$ cat config.mk
export PLATFORM = sky130hd
export DESIGN_NAME = uart_rx
export DESIGN_NICKNAME = d
export VERILOG_FILES = /design/src/rtl/uart_rx.sv
export SDC_FILE = /design/constraint.sdc
export NUM_CORES = 1
export LEC_CHECK = 0
export CORE_ASPECT_RATIO = 1.5
export CORE_MARGIN = 3
export CORE_UTILIZATION = 51
export CTS_CLUSTER_SIZE = 25
export DETAILED_ROUTE_END_ITERATION = 10
export PLACE_DENSITY_LB_ADDON = 0.15
export SETUP_SLACK_MARGIN = 0.5
export SYNTH_ARGS = -nofsm -noshare
export SYNTH_HDL_FRONTEND = slang
export SYNTH_SLANG_ARGS = --single-unit
$ cat constraint.sdc
create_clock -name i_clk -period 1.9 [get_ports i_clk]
set_input_delay 0.475 -clock i_clk [delete_from_list [all_inputs] [get_ports i_clk]]
set_output_delay 0.475 -clock i_clk [all_outputs]
set_load 0.05 [all_outputs]
$ cat src/rtl/uart_rx.sv
// uart_rx - asynchronous serial receiver.
//
// Deserializes a UART line (start bit, DATA_BIT data bits LSB first, optional
// parity bit, STOP_BIT stop bits) into parallel words. Each received frame is
// delivered as a one-cycle o_valid strobe together with its error flags, even
// when the frame carries errors.
//
// Ports:
//   i_clk        system clock
//   i_reset      asynchronous reset, active-high
//   i_rxd        serial line, idle high, asynchronous to i_clk
//   o_data       last received word (LSB = first data bit on the line)
//   o_valid      one-cycle strobe; o_data and flags are valid on this cycle
//   o_check_err  parity mismatch on the last frame (0 when CHECK_BIT="None")
//   o_frame_err  first stop bit of the last frame was sampled low
//   o_busy       high whenever the receiver is not idle
module uart_rx #(
    parameter string CHECK_BIT = "None",
    parameter int    BPS       = 115200,
    parameter int    CLK       = 25_000_000,
    parameter int    DATA_BIT  = 8,
    parameter int    STOP_BIT  = 1
) (
    input  logic                i_clk,
    input  logic                i_reset,
    input  logic                i_rxd,
    output logic [DATA_BIT-1:0] o_data,
    output logic                o_valid,
    output logic                o_check_err,
    output logic                o_frame_err,
    output logic                o_busy
);

    localparam int P     = CLK / BPS;
    localparam int HALF  = P / 2;
    localparam int CNT_W = (P > 1) ? $clog2(P) : 1;
    localparam int IDX_W = $clog2(DATA_BIT);

    localparam logic [CNT_W-1:0] CNT_MAX  = CNT_W'(P - 1);
    localparam logic [CNT_W-1:0] CNT_HALF = CNT_W'(HALF);
    localparam logic [IDX_W-1:0] IDX_LAST = IDX_W'(DATA_BIT - 1);

    localparam bit PAR_EN  = (CHECK_BIT != "None");
    localparam bit PAR_ODD = (CHECK_BIT == "Odd");

    // Only the first stop bit is checked; extra stop bits simply look like idle line.
    if (STOP_BIT < 1) begin : g_bad_stop
        $error("uart_rx: STOP_BIT must be at least 1");
    end
    if ((DATA_BIT < 6) || (DATA_BIT > 8)) begin : g_bad_data
        $error("uart_rx: DATA_BIT must be 6..8");
    end

    typedef enum logic [2:0] {
        S_IDLE  = 3'd0,
        S_START = 3'd1,
        S_DATA  = 3'd2,
        S_CHECK = 3'd3,
        S_STOP  = 3'd4
    } state_t;

    // Expected parity bit as the transmitter encodes it.
    function automatic logic exp_parity(input logic [DATA_BIT-1:0] d);
        if (PAR_ODD) begin
            exp_parity = ~^d;
        end else begin
            exp_parity = ^d;
        end
    endfunction

    state_t              state_q, state_d;
    logic [CNT_W-1:0]    cnt_q, cnt_d;
    logic [IDX_W-1:0]    idx_q, idx_d;
    logic [DATA_BIT-1:0] shift_q, shift_d;
    logic                chk_err_q, chk_err_d;
    logic                rxd_meta_q, rxd_meta_d;
    logic                rxd_sync_q, rxd_sync_d;
    logic                rxd_prev_q, rxd_prev_d;
    logic [DATA_BIT-1:0] data_q, data_d;
    logic                valid_q, valid_d;
    logic                check_err_q, check_err_d;
    logic                frame_err_q, frame_err_d;
    logic                busy_q, busy_d;
    logic                fall_s;
    logic                strobe_s;

    assign fall_s   = rxd_prev_q & ~rxd_sync_q;
    assign strobe_s = (state_q != S_IDLE) && (cnt_q == CNT_HALF);

    // Next-state logic: synchronizer chain, baud counter and the frame FSM.
    always_comb begin
        rxd_meta_d  = i_rxd;
        rxd_sync_d  = rxd_meta_q;
        rxd_prev_d  = rxd_sync_q;
        state_d     = state_q;
        idx_d       = idx_q;
        shift_d     = shift_q;
        chk_err_d   = chk_err_q;
        data_d      = data_q;
        check_err_d = check_err_q;
        frame_err_d = frame_err_q;
        valid_d     = 1'b0;

        // Counter free-runs modulo P outside IDLE so bit k lands at HALF + k*P.
        if (state_q == S_IDLE) begin
            cnt_d = {CNT_W{1'b0}};
        end else if (cnt_q == CNT_MAX) begin
            cnt_d = {CNT_W{1'b0}};
        end else begin
            cnt_d = cnt_q + CNT_W'(1);
        end

        case (state_q)
            S_IDLE: begin
                if (fall_s) begin
                    state_d   = S_START;
                    idx_d     = {IDX_W{1'b0}};
                    chk_err_d = 1'b0;
                end else begin
                    state_d = S_IDLE;
                end
            end
            S_START: begin
                if (strobe_s) begin
                    // A line already back high at mid start bit is a glitch.
                    if (!rxd_sync_q) begin
                        state_d = S_DATA;
                        idx_d   = {IDX_W{1'b0}};
                    end else begin
                        state_d = S_IDLE;
                    end
                end else begin
                    state_d = S_START;
                end
            end
            S_DATA: begin
                if (strobe_s) begin
                    shift_d = {rxd_sync_q, shift_q[DATA_BIT-1:1]};
                    if (idx_q == IDX_LAST) begin
                        idx_d   = {IDX_W{1'b0}};
                        state_d = PAR_EN ? S_CHECK : S_STOP;
                    end else begin
                        idx_d = idx_q + IDX_W'(1);
                    end
                end else begin
                    state_d = S_DATA;
                end
            end
            S_CHECK: begin
                if (strobe_s) begin
                    if (rxd_sync_q != exp_parity(shift_q)) begin
                        chk_err_d = 1'b1;
                    end else begin
                        chk_err_d = chk_err_q;
                    end
                    state_d = S_STOP;
                end else begin
                    state_d = S_CHECK;
                end
            end
            S_STOP: begin
                if (strobe_s) begin
                    data_d      = shift_q;
                    check_err_d = chk_err_q;
                    frame_err_d = ~rxd_sync_q;
                    valid_d     = 1'b1;
                    state_d     = S_IDLE;
                end else begin
                    state_d = S_STOP;
                end
            end
            default: begin
                state_d = S_IDLE;
            end
        endcase

        busy_d = (state_d != S_IDLE);
    end

    // State and output registers; reset abandons any frame in progress.
    always_ff @(posedge i_clk or posedge i_reset) begin
        if (i_reset) begin
            state_q     <= S_IDLE;
            cnt_q       <= {CNT_W{1'b0}};
            idx_q       <= {IDX_W{1'b0}};
            shift_q     <= {DATA_BIT{1'b0}};
            chk_err_q   <= 1'b0;
            rxd_meta_q  <= 1'b1;
            rxd_sync_q  <= 1'b1;
            rxd_prev_q  <= 1'b1;
            data_q      <= {DATA_BIT{1'b0}};
            valid_q     <= 1'b0;
            check_err_q <= 1'b0;
            frame_err_q <= 1'b0;
            busy_q      <= 1'b0;
        end else begin
            state_q     <= state_d;
            cnt_q       <= cnt_d;
            idx_q       <= idx_d;
            shift_q     <= shift_d;
            chk_err_q   <= chk_err_d;
            rxd_meta_q  <= rxd_meta_d;
            rxd_sync_q  <= rxd_sync_d;
            rxd_prev_q  <= rxd_prev_d;
            data_q      <= data_d;
            valid_q     <= valid_d;
            check_err_q <= check_err_d;
            frame_err_q <= frame_err_d;
            busy_q      <= busy_d;
        end
    end

    assign o_data      = data_q;
    assign o_valid     = valid_q;
    assign o_check_err = check_err_q;
    assign o_frame_err = frame_err_q;
    assign o_busy      = busy_q;

endmodule

* Yosys cells after proc, flatten, opt, wreduce, memory -nomap -nowiden
Cells that the tools add are included.
** Operators by class
- $add $sub $neg :: 2
- Eq/ne operators :: 14
- Muxes and demuxes :: 24
- Bitwise operators :: 2
- Reduce and logical (&&, ||, !) cells :: 11
** Operators by type and width (count)
- 3-bit 2-to-1 mux :: 10
- 8-bit 2-to-1 mux :: 2
- 3-bit case mux with 5 select lines :: 1
- 2-bit != test, second input constant :: 6
- 3-bit case mux with 3 select lines :: 1
- 3-bit nonzero test :: 3
- 8-bit by 1-bit adder with 8-bit output, second input constant :: 1
- 8-bit by 7-bit equality test with 1-bit output, second input constant :: 1
- 8-bit equality test, second input constant :: 1
- 1-bit 2-to-1 mux :: 8
- 8-bit XOR reduction :: 1
- 3-bit by 2-bit equality test with 1-bit output, second input constant :: 2
- 3-bit equality test, second input constant :: 2
- 5-bit AND reduction :: 1
- 2-bit AND reduction :: 2
- 4-bit AND reduction :: 1
- 3-bit by 1-bit adder with 3-bit output, second input constant :: 1
- 3-bit by 1-bit equality test with 1-bit output, second input constant :: 1
- 3-bit logical NOT :: 1
- 2-bit 2-to-1 mux :: 1
- 1-bit case mux with 2 select lines :: 1
- 2-bit nonzero test :: 1
- 1-bit AND :: 1
- 1-bit logical AND :: 1
- 2 further kinds :: 2
** Storage, ports and cells
- Logic and storage cells :: 66
- Register bits after elaboration :: 38

* Depth between registers and ports, before layout
Gate-level depths: netlist of run 1.
- Depth after elaboration :: 8
- Gate-level depth with buffers :: 8
- Depth with buffers taken out :: 7

* Worst setup path before layout of run 1
Ideal clock, no wire load.
- Path type :: reg-to-reg
- Start :: reg cnt_q[0]
- End :: reg idx_q[0]
- Stages on the path, launching flop included :: 8
- Data arrival time :: 1836 ps
- Path buffers :: 0
- Clock period less this slack :: 1963 ps
- Library setup time :: 128 ps
- Data required time :: 1772 ps
- Path slack :: -63 ps
- Cell sequence :: dfrtp_1 -> inv_1 -> ha_1 -> nand4_1 -> nor4b_4 -> o311ai_1 -> a21oi_2 -> mux2_1
** Between the ends
- Word-level cells in the longest chain between the ends :: 4
- Elaborated cells on any way between the ends :: 5
- Classes of those cells :: 3 x eq/ne; 2 x reduce/logical
** Ends and longest elaborated chain
- start, declared :: RTL line 72 : logic [CNT_W-1:0] cnt_q, cnt_d;
- start signal, assigned :: RTL line 184 : cnt_q <= {CNT_W{1'b0}};
- start signal, assigned :: RTL line 198 : cnt_q <= cnt_d;
- 8-bit by 7-bit equality test with 1-bit output * :: RTL line 88 : assign strobe_s = (state_q != S_IDLE) && (cnt_q == CNT_HALF);
- 1-bit logical AND * :: RTL line 88
- 2-bit != test (no source line)
- 5-bit AND reduction (no source line) *
- end signal, assigned :: RTL line 185 : idx_q <= {IDX_W{1'b0}};
- end signal, assigned :: RTL line 199 : idx_q <= idx_d;
- end, declared :: RTL line 73 : logic [IDX_W-1:0] idx_q, idx_d;
Every way passes the cells marked *; elsewhere a longest branch is shown, timed or not.
A chain may end at the register's enable or synchronous reset.

* Final worst setup path of run 1
- Start :: reg cnt_q[0]
- End :: reg busy_q (netlist: o_busy)
** Between the ends
- Word-level cells in the longest chain between the ends :: 5
- Elaborated cells on any way between the ends :: 8
- Classes of those cells :: 1 x eq/ne; 5 x mux; 2 x reduce/logical
** Ends and longest elaborated chain
- 8-bit by 7-bit equality test with 1-bit output * :: RTL line 88
- 1-bit logical AND * :: RTL line 88
- 3-bit 2-to-1 mux (on tied branches) :: RTL line 150, 124, 137
- 3-bit case mux with 5 select lines * :: RTL line 113 : case (state_q)
- named net state_d[1] :: RTL line 71 : state_t state_q, state_d;
- 3-bit nonzero test * :: RTL line 177 : busy_d = (state_d != S_IDLE);
- named net busy_d :: RTL line 83 : logic busy_q, busy_d;
- end signal, assigned :: RTL line 209 : busy_q <= busy_d;
- end, declared :: RTL line 83
The timed path passes the listed nets; every way through them passes the cells marked *.

==> results of run 1 <==
-- sequential cells by signal (all words and copies together) (netlist names) --
register / flops
rxd_meta_q: 1
rxd_prev_q: 1
o_check_err: 1
o_data: 8
shift_q: 8
cnt_q: 8
o_frame_err: 1
state_q: 3
idx_q: 3
o_valid: 1
o_busy: 1
rxd_prev_d: 1
chk_err_q: 1
-- cell usage after synthesis (2+ instances only) --
| master | count | area share [%] |
|---|---|---|
| nand2_1 | 6 | 1.3 |
| nand2b_1 | 2 | 0.72 |
| o21ai_0 | 3 | 0.86 |
| inv_1 | 6 | 1.3 |
| nand3b_1 | 2 | 0.86 |
| dfrtp_1 | 35 | 50 |
| mux2i_1 | 4 | 2.3 |
| xor2_1 | 5 | 2.5 |
| and3_1 | 3 | 1.1 |
| dfstp_2 | 3 | 4.5 |
| nand4_1 | 2 | 0.72 |
| xnor2_1 | 9 | 4.5 |
| nor3_1 | 2 | 0.58 |
| a21oi_1 | 2 | 0.58 |
| nor2_1 | 12 | 2.6 |
| mux2_2 | 17 | 11 |
| nand3_1 | 5 | 1.4 |
| clkbuf_1 | 3 | 0.65 |
| ha_1 | 4 | 2.9 |
| or3_1 | 3 | 1.1 |
-- routing by layer --
| metal | track usage [%] | vias to the layer above |
|---|---|---|
| met4 | 13.0 | 0 |
| met2 | 29.1 | 25 |
| met3 | 5.18 | 9 |
| li1 | - | 565 |
| met5 | 0 | - |
| met1 | 22.1 | 579 |
-- repair_timing --
item | in CTS | in global routing
pin swaps | 7 | 9
gates resized for setup | 16 | 20
hold buffers | 0 | 0
endpoints found under the hold margin | 0 | 0
setup buffers | 9 | 1
endpoints found under the setup margin | 30 | 34
-- cell families (layout without fill, tap and decap cells) --
group           Yosys count  count (layout)
flops                    38              38
compound gates            9               9
simple gates             45              45
fa+ha+maj                 4               4
mux                      22              22
buf+inv                  11              49
xor+xnor                 14              14
-- critical path, stage by stage (launching register included) --
cell and delay, ns:
dfrtp_1 0.39, inv_2 0.07, ha_4 0.14, nand2_1 0.06, or3_4 0.45, o21ai_2 0.14, a21oi_1 0.10, or3_1 0.39
-- stage by stage --
step / worst slack (ns) / setup TNS (ns)
5_1_grt: -0.0707 / -0.306
3_3_place_gp: 0.000686 / 0
4_1_cts: 0.0704 / 0
6_report: 0.0252 / 0
3_5_place_dp: -0.0417 / -0.240
2_1_floorplan: -0.0631 / -0.351
-- path summary, 6_finish.rpt --
path | start | end | depth (start not counted)
hold / removal | rxd_meta_q | rxd_prev_d | 0
setup / recovery | cnt_q[0] | o_busy | 7
min in group asynchronous | i_reset | o_frame_err | 3
setup reg to reg | cnt_q[0] | o_busy | 7
hold reg to reg | rxd_meta_q | rxd_prev_d | 0
max in group asynchronous | i_reset | rxd_prev_q | 3
-- cell type report --
cell class	instances	area share, %
Sequential cell	38	40.5
Multi-Input combinational cell	94	37.0
Timing Repair Buffer	36	14.7
Clock buffer	6	3.50
Tap cell	40	2.12
Clock inverter	1	1.27
Inverter	6	0.954
-- where the power goes --
part	internal, mW	total [mW]	switching [mW]
sequential	0.872	0.940	0.0679
combinational	0.299	0.524	0.225
clock	0.420	0.681	0.261
total	1.59	2.15	0.554
==> results.tsv, run 1 <==
stage	metric	value	unit
status	status	completed	
detailed_routing	num_vias	1178	
critical_path	path_class	flip-flop to flip-flop	
synth	synthesis.nets	150	
synth	synthFlopType	dfrtp_1	
finish	final_cell_mix	35 x dfrtp_1, 22 x buf_4, 17 x mux2_4, 9 x xnor2_1, 9 x buf_6	
clock_network	numCtsBuffers	5	
detailed_routing	via_per_inst	5.33	
clock_network	clk_latency	0.29	ns
finish	final_common_cell	dfrtp_1	
synth	avgSynthCellArea	12.2	um^2
detailed_routing	wl_per_cell	15.6	um
timing	fmax	533	MHz
clock_network	clock_sinks	38	
synth	synth_fa_ha_area_share	2.88	%
timing	timing.hold.ws	0.367	ns
timing	skew	0.00565	ns
finish	seq_area	955	um^2
critical_path	critPathLaunchType	flip-flop	
critical_path	rrSetupSlack	0.03	ns
timing	setup_viol	0	
synth	synth-edff-count	0	
synth	synth_warnings	0	
finish	multi_input_area	873	um^2
detailed_routing	drtAntennaViolNets	0	
global_routing	grt-ovfl-total	0	
finish	stdcell_area	0.00236	mm^2
finish	fillers	221	
global_routing	antenna_found_initial	0	
floorplan	io_pins	15	
pwr	total_power	2.15	mW
timing	rsz0062_at_grt	true	
global_routing	grt_usage	19.0	%
global_routing	grt_pass1_wl	5640	um
finish	post-route-util	73.2	%
synth	netlist_area	0.00174	mm^2
clock_network	h-tree-depth	2	
timing	worst_pin_slew	0.457	ns
floorplan	fp-row-count	25	
synth	yosysSeqAreaShare	54.9	%
finish	n_antenna_cell	0	
floorplan	die_area	0.00416	mm^2
finish	layout.cells.non_filler	221	
clock_network	cts_tree	built	
timing	min_period	1.87	ns
place	place_area	0.00205	mm^2
clock_network	cts.clk_slew.worst_paths	0.07	ns
finish	fin_nets	188	
floorplan	die_h	77.5	um
clock_network	cts_root_buf	clkbuf_8	
detailed_routing	drc	0	
synth	async_flop_share	100	%
detailed_routing	route.met3.wl	114	um
detailed_routing	firstDrtPassIters	4	
synth	yosys-mux-area-fraction	14.0	%
finish	drive_gt1_share	44.8	%
place	finalWeightedCongestion	0.828	
timing	hold_violations	0	
synth	synth_xor_xnor_area_share	7.05	%
global_routing	grt_pass1_vias	1207	
detailed_routing	top_layer	met4	
floorplan	coreArea	0.00322	mm^2
place	dpl.hpwl	2150	um
critical_path	required	2.06	ns
place	port_buffers	14	
detailed_routing	wl_met2	1780	um
synth	netlist_instances	143	
place	place_inst	204	
detailed_routing	wirelength_met1	1440	um
pwr	p_leak	1.08	nW
pwr	worst_ir_drop_vdd	734	uV
detailed_routing	drt_iter0_markers	19	
timing	slew-limit-headroom	69.5	%
synth	synth_top_family_by_area	simple AND/OR/NAND/NOR gates	
finish	syn2layout_area_growth	35.7	%
critical_path	cp.arrival	2.03	ns
run	maxCapViolations	0	
synth	ys_ff_latch	38	
floorplan	dieWidth	53.7	um
synth	synth-compound-area-share	3.17	%
critical_path	cp-end-kind	flip-flop	
hold_path	min_path_type	flip-flop to flip-flop	
critical_path	worstPathMaxFanout	4	
clock_network	cts_buffer_depth	2	
detailed_routing	routed_wl	3440	um
pwr	powerDensity	909	mW/mm^2
timing	slew_viol_final	0	
synth	synth.distinct_cells	35	
synth	yosys.area_share.simple	15.4	%
floorplan	initial_core_util	54.0	%
global_routing	grt_max_degree	39	
timing	timing.final.crit_share	98.7	%
Note: power is estimated with default switching activity, not from simulation.
==> inputs of run 2 (changes only) <==
--- a/config.mk
+++ b/config.mk
@@ -7,7 +7,7 @@
 export LEC_CHECK = 0
 export CORE_ASPECT_RATIO = 1.5
 export CORE_MARGIN = 3
-export CORE_UTILIZATION = 51
+export CORE_UTILIZATION = 56
 export CTS_CLUSTER_SIZE = 25
 export DETAILED_ROUTE_END_ITERATION = 10
 export PLACE_DENSITY_LB_ADDON = 0.15
==> constraint.sdc (replaced) <==
create_clock -name i_clk -period 1.95 [get_ports i_clk]
set_input_delay 0.4875 -clock i_clk [delete_from_list [all_inputs] [get_ports i_clk]]
set_output_delay 0.4875 -clock i_clk [all_outputs]
set_load 0.05 [all_outputs]
==> run 2 against run 1 <==
Against the previous run:
- sequential share of layout area rose by 2.8 points
- die area shrank 8.1%
- total power is 18% lower
- wire length down 1.5%
- global-route usage is 1.0 points higher
- worst setup slack improved by 0.048 ns
- register-to-register slack better by 0.05 ns
- sequential cell count stayed put
- critical endpoint is now shift_q[5]
==> results.tsv, run 2 (synthesis results as in run 1) <==
stage	metric	value	unit
place	dpl.hpwl	2220	um
clock_network	h-tree-depth	2	
timing	min_period	1.88	ns
finish	stdcell_area	0.00221	mm^2
timing	slew-limit-headroom	76.2	%
pwr	powerDensity	795	mW/mm^2
timing	fmax	533	MHz
critical_path	cp-end-kind	flip-flop	
floorplan	coreArea	0.00294	mm^2
clock_network	clock_sinks	38	
global_routing	antenna_found_initial	0	
critical_path	critPathLaunchType	flip-flop	
global_routing	grt_pass1_wl	5640	um
floorplan	dieWidth	51.5	um
timing	setup_viol	0	
global_routing	grt-ovfl-total	0	
clock_network	cts.clk_slew.worst_paths	0.07	ns
detailed_routing	routed_wl	3390	um
timing	skew	0.00429	ns
detailed_routing	drc	0	
pwr	worst_ir_drop_vdd	686	uV
clock_network	numCtsBuffers	5	
clock_network	cts_root_buf	clkbuf_8	
critical_path	rrSetupSlack	0.07	ns
place	finalWeightedCongestion	0.835	
detailed_routing	drtAntennaViolNets	0	
clock_network	cts_buffer_depth	2	
critical_path	r2r-end	shift_q[5]	
hold_path	min_path_type	flip-flop to flip-flop	
critical_path	cp.arrival	2.04	ns
pwr	p_leak	1.03	nW
critical_path	r2r-start	cnt_q[1]	
critical_path	cp_cell_sequence	inv_2 -> ha_4 -> nand2_2 -> or3_4 -> nor3_4 -> buf_12 -> mux2_4	
timing	timing.final.crit_share	96.2	%
clock_network	clk_latency	0.28	ns
run	maxCapViolations	0	
timing	rsz0062_at_grt	true	
finish	final_common_cell	dfrtp_1	
place	place_area	0.00203	mm^2
hold_path	hp-start	rxd_meta_q	
finish	fin_nets	181	
place	place_ws	-0.0248	ns
critical_path	path_class	flip-flop to flip-flop	
hold_path	hold_end	rxd_prev_d	
global_routing	grt_usage	20.0	%
status	status	completed	
floorplan	die_area	0.00382	mm^2
finish	seq_area	956	um^2
finish	n_antenna_cell	0	
pwr	total_power	1.76	mW
critical_path	max_stage_delay	0.39	ns
place	port_buffers	14	
clock_network	cts_tree	built	
floorplan	io_pins	15	
floorplan	fp-row-count	24	
finish	final_cell_mix	34 x dfrtp_1, 21 x buf_4, 17 x mux2_4, 12 x nor2_1, 9 x xnor2_1	
critical_path	worstPathMaxFanout	8	
hold_path	hold_path_depth	0	
clock_network	ctsHoldBuffers	0	
detailed_routing	wl_per_cell	15.8	um
critical_path	required	2.11	ns
timing	hold_violations	0	
floorplan	die_h	74.3	um
timing	worst_pin_slew	0.354	ns
finish	multi_input_area	833	um^2
floorplan	initial_core_util	59.1	%
global_routing	grt_pass1_vias	1243	
finish	drive_gt1_share	37.7	%
detailed_routing	firstDrtPassIters	4	
critical_path	reg2regPathDepth	7	
finish	syn2layout_area_growth	27.2	%
critical_path	crit_slowest_cell	dfrtp_1	
timing	setup_ws	0.0737	ns
global_routing	grt_max_degree	39	
finish	fillers	214	
detailed_routing	num_vias	1178	
timing	slew_viol_final	0	
detailed_routing	drt_iter0_markers	14	
detailed_routing	via_per_inst	5.50	
## run 2: cell types whose count changed in the layout (fill, tap and decap cells not counted), sizes merged
cell,previous run,this run
buf,34,27
clkbuf,6,8
bufinv,1,0
## run 2: metrics by stage
| step | utilization [%] | cells | setup TNS, ns | hold slack [ns] |
|---|---|---|---|---|
| after floorplan | - | 143 | -0.0253 | 0.345 |
| after global placement | 69.0 | 201 | 0 | 0.351 |
| after detailed placement | 69.0 | 201 | -0.0870 | 0.354 |
| after CTS | 73.7 | 214 | 0 | 0.367 |
| after global routing | 75.2 | 214 | -0.000181 | 0.367 |
| final | 75.2 | 214 | 0 | 0.363 |
## run 2: layout make-up
class                           instances  area share (%)
Sequential cell                        38            43.2
Clock buffer                            8            3.62
Multi-Input combinational cell         94            37.7
Tap cell                               39            2.21
Inverter                                6            1.02
Timing Repair Buffer                   29            12.3
## run 2: worst max-delay path by stage
stage / start / end / slack (ns) / cells after the start
after floorplan: cnt_q[0] / idx_q[0] / -0.01 / 7
after global placement: cnt_q[0] / o_busy / 0.05 / 7
after detailed placement: cnt_q[0] / shift_q[6] / -0.02 / 7
after CTS: cnt_q[1] / shift_q[5] / 0.06 / 7
after global routing: cnt_q[1] / shift_q[5] / -0.0002 / 7
final: cnt_q[1] / shift_q[5] / 0.07 / 7
## run 2: worst max-delay path, delay by kind of cell (launching register included)
family	cells	cell delay (ns)
buffers and inverters	2	0.24
DFF	1	0.39
muxes	1	0.30
and+or+nand+nor	3	0.68
adders and majority gates	1	0.15
## run 2: power breakdown
| group | leakage, nW | internal, mW | switching, mW | total (mW) |
|---|---|---|---|---|
| combinational | 0.484 | 0.173 | 0.177 | 0.350 |
| clock | 0.0395 | 0.254 | 0.244 | 0.498 |
| sequential | 0.505 | 0.852 | 0.0587 | 0.911 |
## run 2: layer usage
| metal | track usage, % | vias up | wire (um) |
|---|---|---|---|
| met3 | 4.81 | 10 | 118 |
| met1 | 24.2 | 593 | 1360 |
| met5 | 0 | - | 0 |
| met2 | 33.3 | 23 | 1820 |
| li1 | - | 552 | - |
| met4 | 9.91 | 0 | 97 |
## run 2: timing repair
action,in CTS,in global routing
pin swaps,5,5
endpoints found under the hold margin,0,0
endpoints found under the setup margin,27,34
gates resized for setup,7,13
setup buffers,5,0
==> inputs of run 3 (changes only) <==
--- a/config.mk
+++ b/config.mk
@@ -10,6 +10,7 @@
 export CORE_UTILIZATION = 56
 export CTS_CLUSTER_SIZE = 25
 export DETAILED_ROUTE_END_ITERATION = 10
+export HOLD_SLACK_MARGIN = 0.1
 export PLACE_DENSITY_LB_ADDON = 0.15
 export SETUP_SLACK_MARGIN = 0.5
 export SYNTH_ARGS = -nofsm -noshare
==> results of run 3 <==
Same layout as run 2: the final DEF is identical, and so are final timing and power.
